--- config.mk ---
export PLATFORM = sky130hd
export DESIGN_NAME = tinyalu_arbiter
export DESIGN_NICKNAME = d
export VERILOG_FILES = /design/src/rtl/tinyalu_arbiter.sv
export SDC_FILE = /design/constraint.sdc
export NUM_CORES = 1
export LEC_CHECK = 0
export CAP_MARGIN = 20
export CORE_MARGIN = 1.5
export CORE_UTILIZATION = 43
export DETAILED_ROUTE_END_ITERATION = 8
export PLACE_DENSITY_LB_ADDON = 0.25
export SLEW_MARGIN = 10
export SYNTH_ARGS = -nofsm -noshare
export SYNTH_HDL_FRONTEND = slang
export SYNTH_SLANG_ARGS = --single-unit
--- constraint.sdc ---
create_clock -name clk -period 2.7 [get_ports clk]
set_clock_uncertainty 0.1 [all_clocks]
set_input_delay 0.405 -clock clk [delete_from_list [all_inputs] [get_ports clk]]
set_output_delay 0.405 -clock clk [all_outputs]
set_load 0.05 [all_outputs]
--- src/rtl/tinyalu_arbiter.sv ---
// rtl/tinyalu_arbiter.sv - round-robin arbiter sharing one TinyALU among NUM_REQ requesters
module tinyalu_arbiter #(
    parameter int NUM_REQ = 4,
    parameter int TIMEOUT = 16
) (
    input  logic                   clk,
    input  logic                   reset_n,
    input  logic [NUM_REQ-1:0]     req_valid,
    input  logic [8*NUM_REQ-1:0]   req_a,
    input  logic [8*NUM_REQ-1:0]   req_b,
    input  logic [3*NUM_REQ-1:0]   req_op,
    output logic [NUM_REQ-1:0]     req_ready,
    output logic [NUM_REQ-1:0]     rsp_valid,
    output logic [15:0]            rsp_result,
    output logic                   rsp_err,
    output logic                   alu_start,
    output logic [2:0]             alu_op,
    output logic [7:0]             alu_a,
    output logic [7:0]             alu_b,
    input  logic                   alu_done,
    input  logic [15:0]            alu_result
);

    localparam int IW = (NUM_REQ > 1) ? $clog2(NUM_REQ) : 1;
    localparam int WW = $clog2(TIMEOUT + 1);

    localparam logic [1:0] S_IDLE = 2'd0;
    localparam logic [1:0] S_BUSY = 2'd1;
    localparam logic [1:0] S_RESP = 2'd2;

    localparam logic [2:0] OP_NOP = 3'b000;
    localparam logic [2:0] OP_ADD = 3'b001;
    localparam logic [2:0] OP_AND = 3'b010;
    localparam logic [2:0] OP_XOR = 3'b011;
    localparam logic [2:0] OP_MUL = 3'b100;

    logic [1:0]    state;
    logic [IW-1:0] ptr;
    logic [IW-1:0] gnt_q;
    logic [IW-1:0] sel_idx;
    logic          sel_found;
    logic [IW:0]   cand;
    logic [2:0]    sel_op;
    logic [2:0]    op_q;
    logic [7:0]    a_q;
    logic [7:0]    b_q;
    logic [15:0]   result_q;
    logic          err_q;
    logic [WW-1:0] wdog;

    // Round-robin search: first valid requester strictly after the last grant, wrapping
    always_comb begin
        sel_idx   = ptr;
        sel_found = 1'b0;
        cand      = '0;
        for (int k = 1; k <= NUM_REQ; k++) begin
            cand = {1'b0, ptr} + (IW+1)'(k);
            if (cand >= (IW+1)'(NUM_REQ)) begin
                cand = cand - (IW+1)'(NUM_REQ);
            end
            if (!sel_found && req_valid[cand[IW-1:0]]) begin
                sel_found = 1'b1;
                sel_idx   = cand[IW-1:0];
            end
        end
        sel_op = req_op[3*sel_idx +: 3];
    end

    // Accept pulse only from IDLE; held low while reset is asserted
    always_comb begin
        req_ready = '0;
        if (reset_n && state == S_IDLE && sel_found) begin
            req_ready[sel_idx] = 1'b1;
        end
    end

    // Response and ALU pins decode from state so an async reset clears them at once
    always_comb begin
        rsp_valid = '0;
        if (state == S_RESP) begin
            rsp_valid[gnt_q] = 1'b1;
        end
        rsp_result = (state == S_RESP) ? result_q : 16'h0000;
        rsp_err    = (state == S_RESP) ? err_q : 1'b0;
        alu_start  = (state == S_BUSY);
        alu_op     = alu_start ? op_q : 3'b000;
        alu_a      = alu_start ? a_q : 8'h00;
        alu_b      = alu_start ? b_q : 8'h00;
    end

    // Main control: grant, run the ALU under watchdog, then present one response cycle
    always_ff @(posedge clk or negedge reset_n) begin
        if (!reset_n) begin
            state    <= S_IDLE;
            ptr      <= IW'(NUM_REQ - 1);
            gnt_q    <= '0;
            op_q     <= 3'b000;
            a_q      <= 8'h00;
            b_q      <= 8'h00;
            result_q <= 16'h0000;
            err_q    <= 1'b0;
            wdog     <= '0;
        end else begin
            case (state)
                S_IDLE: begin
                    if (sel_found) begin
                        gnt_q <= sel_idx;
                        ptr   <= sel_idx;
                        op_q  <= sel_op;
                        a_q   <= req_a[8*sel_idx +: 8];
                        b_q   <= req_b[8*sel_idx +: 8];
                        wdog  <= '0;
                        case (sel_op)
                            OP_ADD, OP_AND, OP_XOR, OP_MUL: begin
                                state <= S_BUSY;
                            end
                            OP_NOP: begin
                                result_q <= 16'h0000;
                                err_q    <= 1'b0;
                                state    <= S_RESP;
                            end
                            default: begin
                                result_q <= 16'h0000;
                                err_q    <= 1'b1;
                                state    <= S_RESP;
                            end
                        endcase
                    end
                end
                S_BUSY: begin
                    wdog <= wdog + 1'b1;
                    if (alu_done) begin
                        result_q <= alu_result;
                        err_q    <= 1'b0;
                        state    <= S_RESP;
                    end else if (wdog == WW'(TIMEOUT - 1)) begin
                        result_q <= 16'h0000;
                        err_q    <= 1'b1;
                        state    <= S_RESP;
                    end
                end
                S_RESP: begin
                    wdog  <= '0;
                    state <= S_IDLE;
                end
                default: begin
                    state <= S_IDLE;
                end
            endcase
        end
    end

endmodule

## Word-level counts from Yosys, hierarchy flattened

Cells that the tools add are included.

- Eq/ne operators: 10
- Reduce and logical (&&, ||, !) cells: 19
- Add/subtract/negate cells: 9
- Muxes and demuxes: 48
- Multiply operators: 1
- Shift operators: 3
- Magnitude comparators: 12

Operators with widths:

| cell | count |
|---|---|
| two-way mux 16 bit | 5 |
| indexed part select 32 x 6 -> 8 bit | 2 |
| one-hot mux 16 bit (2 select lines) | 1 |
| two-way mux 2 bit | 12 |
| < comparator 2 x 3 -> 1 bit (second input constant) | 6 |
| two-way mux 8 bit | 2 |
| one-hot mux 5 bit (3 select lines) | 1 |
| two-way mux 1 bit | 14 |
| >= comparator 3 bit (second input constant) | 4 |
| indexed part select 12 x 5 -> 3 bit | 1 |
| binary-select mux 1 bit (select 2 bit) | 4 |
| two-way mux 4 bit | 2 |
| subtractor 2 x 1 -> 2 bit (second input constant) | 4 |
| logical AND 1 bit | 7 |
| adder 2 x 2 -> 3 bit (second input constant) | 2 |
| == test 3 x 2 -> 1 bit (second input constant) | 2 |
| AND reduction 2 bit | 3 |
| adder 5 x 1 -> 5 bit (second input constant) | 1 |
| == test 5 x 4 -> 1 bit (second input constant) | 1 |
| two-way mux 5 bit | 1 |
| demux 1 bit (select 2 bit) | 2 |
| >= comparator 2 x 1 -> 1 bit (second input constant) | 2 |
| multiplier 2 x 2 -> 4 bit (first input constant) | 1 |
| != test 2 bit (second input constant) | 2 |
| other kinds (17) | 20 |

- Output and inout port bits: 45
- Flip-flop bits (word level): 47
- Bits of input ports: 99

## Longest topological paths before layout

Gate-level depths: netlist of run 1.

- Depth in word-level cells: 22
- Gate-level depth with buffers: 8

## Least setup slack after synthesis of run 1

Ideal clock, no wire load.

- Path type: reg2out
- Start: register ptr[0]
- End: output req_ready[2]
- Stages on the path, launching flop included: 7
- Buffers on the path: 2
- Arrival: 2.386 ns
- Setup slack: -0.191 ns
- Cell sequence: dfstp_2 nor2b_2 o21ai_1 o211a_1 buf_4 buf_2 nor3b_1

- Longest elaborated chain between the ends: 20
- Elaborated cells between the ends (all ways): 45
- Those cells by class: 8 x add/sub; 6 x order compare; 23 x mux; 8 x reduce/logical

RTL lines:

| element | line | source |
|---|---|---|
| start, declared | 38 | `logic [IW-1:0] ptr;` |
| start signal, assigned | 95 | `ptr <= IW'(NUM_REQ - 1);` |
| start signal, assigned | 108 | `ptr <= sel_idx;` |
| adder 2 x 1 -> 3 bit | 57 | `cand = {1'b0, ptr} + (IW+1)'(k);` |
| >= comparator 3 bit / subtractor 2 x 1 -> 2 bit (equally long branches) | 58, 59 |  |
| two-way mux 2 bit | 58 | `if (cand >= (IW+1)'(NUM_REQ)) begin` |
| binary-select mux 1 bit (select 2 bit) | 61 | `if (!sel_found && req_valid[cand[IW-1:0]]) begin` |
| two-way mux 1 bit (implied by the code) | 61 |  |
| two-way mux 1 bit | 61 |  |
| logical NOT 1 bit | 61 |  |
| logical AND 1 bit | 61 |  |
| [... 4 more ...] | -- |  |
| logical NOT 1 bit | 61 |  |
| logical AND 1 bit | 61 |  |
| two-way mux 2 bit | 61 |  |
| < comparator 2 x 3 -> 1 bit (implied by the code) / >= comparator 2 x 1 -> 1 bit (equally long branches) | 73 | `req_ready[sel_idx] = 1'b1;` |
| logical AND 1 bit (implied by the code) | 73 |  |
| two-way mux 1 bit (implied by the code) | 73 |  |
| demux 1 bit (select 2 bit) | 73 |  |
| two-way mux 4 bit * | 72 | `if (reset_n && state == S_IDLE && sel_found) begin` |
| end, declared | 12 | `output logic [NUM_REQ-1:0] req_ready,` |

Every way passes the cells marked *; elsewhere a longest branch is shown, timed or not. The select of a mux whose other input is x is not followed.

## Worst setup path after layout of run 1

- Start: input req_valid[1]
- End: output req_ready[1]

- Longest elaborated chain between the ends: 17
- Elaborated cells between the ends (all ways): 29
- Those cells by class: 2 x order compare; 19 x mux; 8 x reduce/logical

RTL lines:

| element | line | source |
|---|---|---|
| start, declared | 8 | `input logic [NUM_REQ-1:0] req_valid,` |
| binary-select mux 1 bit (select 2 bit) | 61 |  |
| two-way mux 1 bit (implied by the code) | 61 |  |
| two-way mux 1 bit | 61 |  |
| logical NOT 1 bit | 61 |  |
| logical AND 1 bit | 61 |  |
| two-way mux 1 bit | 61 |  |
| logical NOT 1 bit | 61 |  |
| logical AND 1 bit | 61 |  |
| two-way mux 1 bit | 61 |  |
| logical NOT 1 bit | 61 |  |
| logical AND 1 bit | 61 |  |
| two-way mux 2 bit | 61 |  |
| < comparator 2 x 3 -> 1 bit (implied by the code) / >= comparator 2 x 1 -> 1 bit (equally long branches) | 73 |  |
| logical AND 1 bit (implied by the code) | 73 |  |
| two-way mux 1 bit (implied by the code) | 73 |  |
| demux 1 bit (select 2 bit) | 73 |  |
| two-way mux 4 bit * | 72 |  |

Marks and branches as above.

==> results.cfg, run 1 <==
[placement]
dp_slack_ns = 0.1104
numPortBuffers = 143
place_congestion = 0.9252
post-dp-hpwl_um = 7587

[cts]
root_buffer = clkbuf_8
cts-htree-levels = 2
cts_buffers = 5
cts_tree = done
postCtsSetupRepairBufs = 0
clk_latency_ns = 0.30
cts_buffer_depth = 2
clock-sinks = 47
clk_pin_slew_worst_paths_ns = 0.10
hold_buffers = 0

[synthesis]
synth.avg_cell_area_sq_um = 8.961
synth_seq_area_share = 0.3604
synthesis.area_sq_um = 3271
synth_seq_cells = 47
async_flop_share = 1.000
syn_nets = 466
yosys_warnings = 0
syn_inst = 365
ys_types = 50
synth-main-ff-cell = dfrtp_1
synth.area.top_cells = dfrtp_1 34%, and2_1 6.7%, mux2_2 6.2%, a211oi_2 5.4%, nand2_1 4.8%
synth-edff-count = 0
synth.top_cell.area_share = 0.3443
yosysTopAreaCell = dfrtp_1

[job]
maxCapViolCount = 0

[sta]
rsz0062_at_grt = false
fin_crit_sh = 0.9579
fmax_mhz = 386.6
setup_tns_ns = 0
hold_viol = 0
relSlewSlack = 0.5951
slew_viol_final = 0
tightest_slew_ns = 0.6074
setup_viol = 0
period_needed_ns = 2.586
final.setup.worst_slack_ns = 0.1137

[pwr]
pwr-share-clk = 0.097
p_seq_frac = 0.225
swShare = 0.4511
cellPowerDensity_nw_per_um2 = 1068
p_comb_frac = 0.677
leakagePower_uw = 0.002183
max-vdd-ir-drop_uv = 517.6
internal-power_uw = 3168
netSwitchingPower_uw = 2603

[route]
wl_per_cell_um = 16.56
ant_nets = 0
viasPerCell = 5.469
drt_wl_total_um = 10000
drtIter0Drc = 131
drcViolationCount = 0
drt_first_pass_iters = 5
vias = 3303

[global_routing]
grt_start_max_net_pins = 48
grt-ovfl-total = 0
grt_pass1_wl_um = 16370
antenna_found_initial = 0
grt_pass1_vias = 3328
grt.total_usage = 0.2487

[final_layout]
fillCellCount = 546
nNetsFinal = 605
layout-drive-gt1-share = 0.2436
area_growth_pct = 65.26
antenna_cells = 0

[status]
status = finished, final reports clean

[worst_setup_path]
critPathLaunchType = input port
worstPathMaxFanout = 4
critical_path_class = in -> out
worst-endpoint-required_ns = 2.19
cp-end-kind = output pin
cp.arrival_ns = 2.08

[floorplanning]
core-area_sq_um = 7292
std_cell_rows = 31
fp.dieArea_sq_um = 8139
die_h_um = 90.22
fp.dieW_um = 90.22
start_util = 0.4485
io_pins = 144

[min_path]
worstHoldPathType = in -> async
## metrics by stage
step | instances | power [uW] | cell area (sq um) | hold WS [ns] | utilization
finish | 604 | 5770 | 5405 | 0.1432 | 0.7412
global route | 604 | 6135 | 5405 | 0.2001 | 0.7412
CTS | 603 | 5771 | 5386 | 0.1732 | 0.7387
detailed placement | 595 | 5206 | 5265 | 0.3863 | 0.7220
global placement | 595 | 5088 | 5265 | 0.3616 | 0.7220
floorplan | 365 | 3732 | 3276 | 0.009409 | -
## flip-flops by register name (all words and copies together) (netlist names)
register,count
wdog,5
a_q,8
op_q,3
result_q,16
state,2
gnt_q,2
err_q,1
ptr,2
b_q,8
## worst max-delay path, cell delays in order
cell and delay, ns:
clkdlybuf4s50_1 0.52, nor4_1 0.09, buf_4 0.15, nor3_2 0.22, nand2_1 0.20, nor3_1 0.21
buf_4 0.16, buf_12 0.13
## Yosys cell counts, drive strengths merged, types with 3 or more instances
master   n
dfrtp   45
nand2   43
and2    35
o21ai   27
buf     19
nor2    19
a21boi  18
mux2    18
a211oi  17
a22oi   17
a31oi   17
nand2b  17
clkbuf  10
a21oi    7
inv      7
nand3    7
mux2i    6
nor2b    4
nor3     4
xnor2    3
## logic make-up after synthesis
| family | Yosys count | share of synthesized area |
|---|---|---|
| flops | 47 | 0.3604 |
| compound gates | 114 | 0.2621 |
| buf+inv | 36 | 0.05815 |
| fa+ha+maj | 2 | 0.007650 |
| mux | 24 | 0.08034 |
| simple gates | 137 | 0.2181 |
| xor+xnor | 5 | 0.01339 |
## final timing paths
| check | depth (start not counted) | slack, ns | to | from |
|---|---|---|---|---|
| max | 8 | 0.11 | req_ready[1] | req_valid[1] |
| min | 2 | 0.14 | gnt_q[1] | reset_n |
| max reg2reg | 8 | 0.53 | a_q[1] | ptr[0] |
| min reg2reg | 2 | 0.40 | wdog[4] | wdog[4] |
| max in group asynchronous | 2 | 1.94 | a_q[1] | reset_n |
| min in group clk | 2 | 0.40 | wdog[4] | wdog[4] |
## metal layers
layer | track usage | vias up | part of all wire
li1 | - | 1573 | -
met1 | 0.2974 | 1599 | 0.41
met2 | 0.4394 | 109 | 0.51
met3 | 0.04992 | 22 | 0.054
met4 | 0.09127 | 0 | 0.028
met5 | 0 | - | 0
## cell usage in the layout (no fill, tap or decap), types with 17 or more instances in the layout
master and instances:
a21boi_1 18, a22oi_1 17, a31oi_1 17, and2_1 35, buf_12 46, clkdlybuf4s50_1 97, dfrtp_1 45, mux2_2 18
nand2_1 42, nor2_1 18
## layout make-up
type	count	area [sq um]	share of cell area
flip-flops and latches	47	1179	0.2181
repair inverters	1	7.507	0.001389
clock buffers	6	82.58	0.01528
well taps	99	123.9	0.02292
multi-input cells	282	1927	0.3565
inverters	7	30.03	0.005556
repair buffers	160	2017	0.3731
clock inverters	2	38.79	0.007176
## power groups by stage
stage	clock network, uW	registers, uW	logic (uW)
after floorplan	0	1220	2510
after global placement	0	1290	3800
after detailed placement	0	1310	3890
after CTS	568	1300	3910
after global routing	594	1350	4190
final	561	1300	3910
## what timing repair did
item	CTS	global route
endpoints found under the hold margin	0	0
gates resized for setup	0	4
endpoints found under the setup margin	0	19
Power figures use the tool's default switching activity.
==> run 2, diff against run 1 <==
--- a/config.mk
+++ b/config.mk
@@ -7,8 +7,9 @@
 export LEC_CHECK = 0
 export CAP_MARGIN = 20
 export CORE_MARGIN = 1.5
-export CORE_UTILIZATION = 43
+export CORE_UTILIZATION = 62
 export DETAILED_ROUTE_END_ITERATION = 8
+export DONT_BUFFER_PORTS = 1
 export PLACE_DENSITY_LB_ADDON = 0.25
 export SLEW_MARGIN = 10
 export SYNTH_ARGS = -nofsm -noshare
==> results.cfg, run 2 (synthesized netlist as in run 1, its figures left out) <==
[pwr]
p_seq_frac = 0.242
leakagePower_uw = 0.001736
p_comb_frac = 0.646
swShare = 0.4629
cellPowerDensity_nw_per_um2 = 1296
max-vdd-ir-drop_uv = 728.1
power_uw = 5421
netSwitchingPower_uw = 2509
pwr-share-clk = 0.112
internal-power_uw = 2912

[sta]
hold_viol = 0
tightest_slew_ns = 1.126
fmax_mhz = 397.0
setup_viol = 0
rsz0062_at_grt = false
slew_viol_final = 0
setup_tns_ns = 0
finalHoldWorstSlack_ns = 0.1191
fin_crit_sh = 0.9329
relSlewSlack = 0.2464
period_needed_ns = 2.519

[job]
maxCapViolCount = 0

[floorplanning]
start_util = 0.6404
die_h_um = 75.63
std_cell_rows = 26
core-area_sq_um = 5107
io_pins = 144
fp.dieArea_sq_um = 5720
fp.dieW_um = 75.63

[worst_setup_path]
worstPathMaxFanout = 23
worstReg2RegStart = ptr[0]
cp.arrival_ns = 2.01
worst-endpoint-required_ns = 2.19
ff2ff_path_depth = 7
r2r_slack_ns = 0.32
cp-end-kind = output pin
critical_path_class = reg -> out
r2r_end = result_q[1]
critPathLaunchType = flop

[placement]
numPortBuffers = 0
post-dp-hpwl_um = 6305
place_congestion = 0.8874
placed_area_sq_um = 4008

[final_layout]
fillCellCount = 307
top_register = result_q
largest_register_ffs = 16
stdcell_area_sq_um = 4183
nNetsFinal = 498
multi_input_area_sq_um = 1929
final_cell_mix = 45 x dfrtp_1, 42 x nand2_1, 35 x and2_1
area_growth_pct = 27.89
reg_top3 = result_q: 16 flops, a_q: 8 flops, b_q: 8 flops
antenna_cells = 0
seq_area_sq_um = 1179
layout-drive-gt1-share = 0.2764
layout_commonest_cell = dfrtp_1

[route]
viasPerCell = 6.186
vias = 2895
drcViolationCount = 0
drt_wl_total_um = 8757
drtIter0Drc = 172
ant_nets = 0
drt_first_pass_iters = 4
wl_per_cell_um = 18.71

[global_routing]
grt-ovfl-total = 0
grt_start_max_net_pins = 48
grt.total_usage = 0.3123
antenna_found_initial = 0
grt_pass1_wl_um = 13350
grt_pass1_vias = 2838

[min_path]
hold_path_end = state[0]
hold_depth = 1
min_from = alu_done
worstHoldPathType = in -> reg

[status]
status = finished, final reports clean

[cts]
clk_pin_slew_worst_paths_ns = 0.09
clk_latency_ns = 0.30
root_buffer = clkbuf_8
clock-sinks = 47
cts_tree = done
cts_buffers = 5
cts_buffer_depth = 2
postCtsSetupRepairBufs = 0
cts-htree-levels = 2
[run 2: layer usage]
metal,wire (um),up-vias,global-route usage
li1,-,1355,-
met1,3286,1417,0.3640
met2,4780,116,0.5673
met4,80,0,0.07937
met5,0,-,0
met3,609,7,0.08598
[run 2: area by class of cell]
class,count,area share
sequential,47,0.2818
tap,70,0.02094
clock buffer,6,0.01735
inverter,7,0.006282
clock inverter,2,0.01436
multi-input combinational,282,0.4613
timing repair buffer,54,0.1980
[run 2: through the flow]
step                instances  worst slack (ns)    util
global placement          458            0.4013  0.7847
floorplan                 365          -0.04674       -
global route              468           0.07924  0.8190
finish                    468            0.1811  0.8190
detailed placement        458            0.3262  0.7847
CTS                       468           0.03021  0.8180
[run 2: repair_timing]
action / in CTS / in global routing
gates resized for setup: 0 / 1
hold buffers: 2 / 0
hold endpoints to repair: 47 / 0
endpoints found under the setup margin: 0 / 1
[run 2: critical path, stage by stage, from the launching register on]
cell	delay (ns)
dfstp_2	0.58
nor2b_2	0.07
or3_4	0.50
nand2_4	0.27
nor3_1	0.09
buf_4	0.21
[run 2: how the worst max path moves through the flow]
stage / slack, ns / startpoint / to
after global routing: 0.08 / ptr[0] / req_ready[1]
final: 0.18 / ptr[0] / req_ready[1]
after floorplan: -0.05 / req_valid[1] / req_ready[1]
after global placement: 0.40 / ptr[0] / req_ready[1]
after CTS: 0.03 / ptr[0] / req_ready[1]
after detailed placement: 0.33 / ptr[0] / result_q[2]
[run 2: power by group through the flow]
stage	Sequential (uW)	Combinational (uW)	Clock, uW
after floorplan	1220	2510	0
after global placement	1280	3380	0
after detailed placement	1320	3470	0
after CTS	1310	3510	617
after global routing	1360	3760	642
final	1310	3500	608
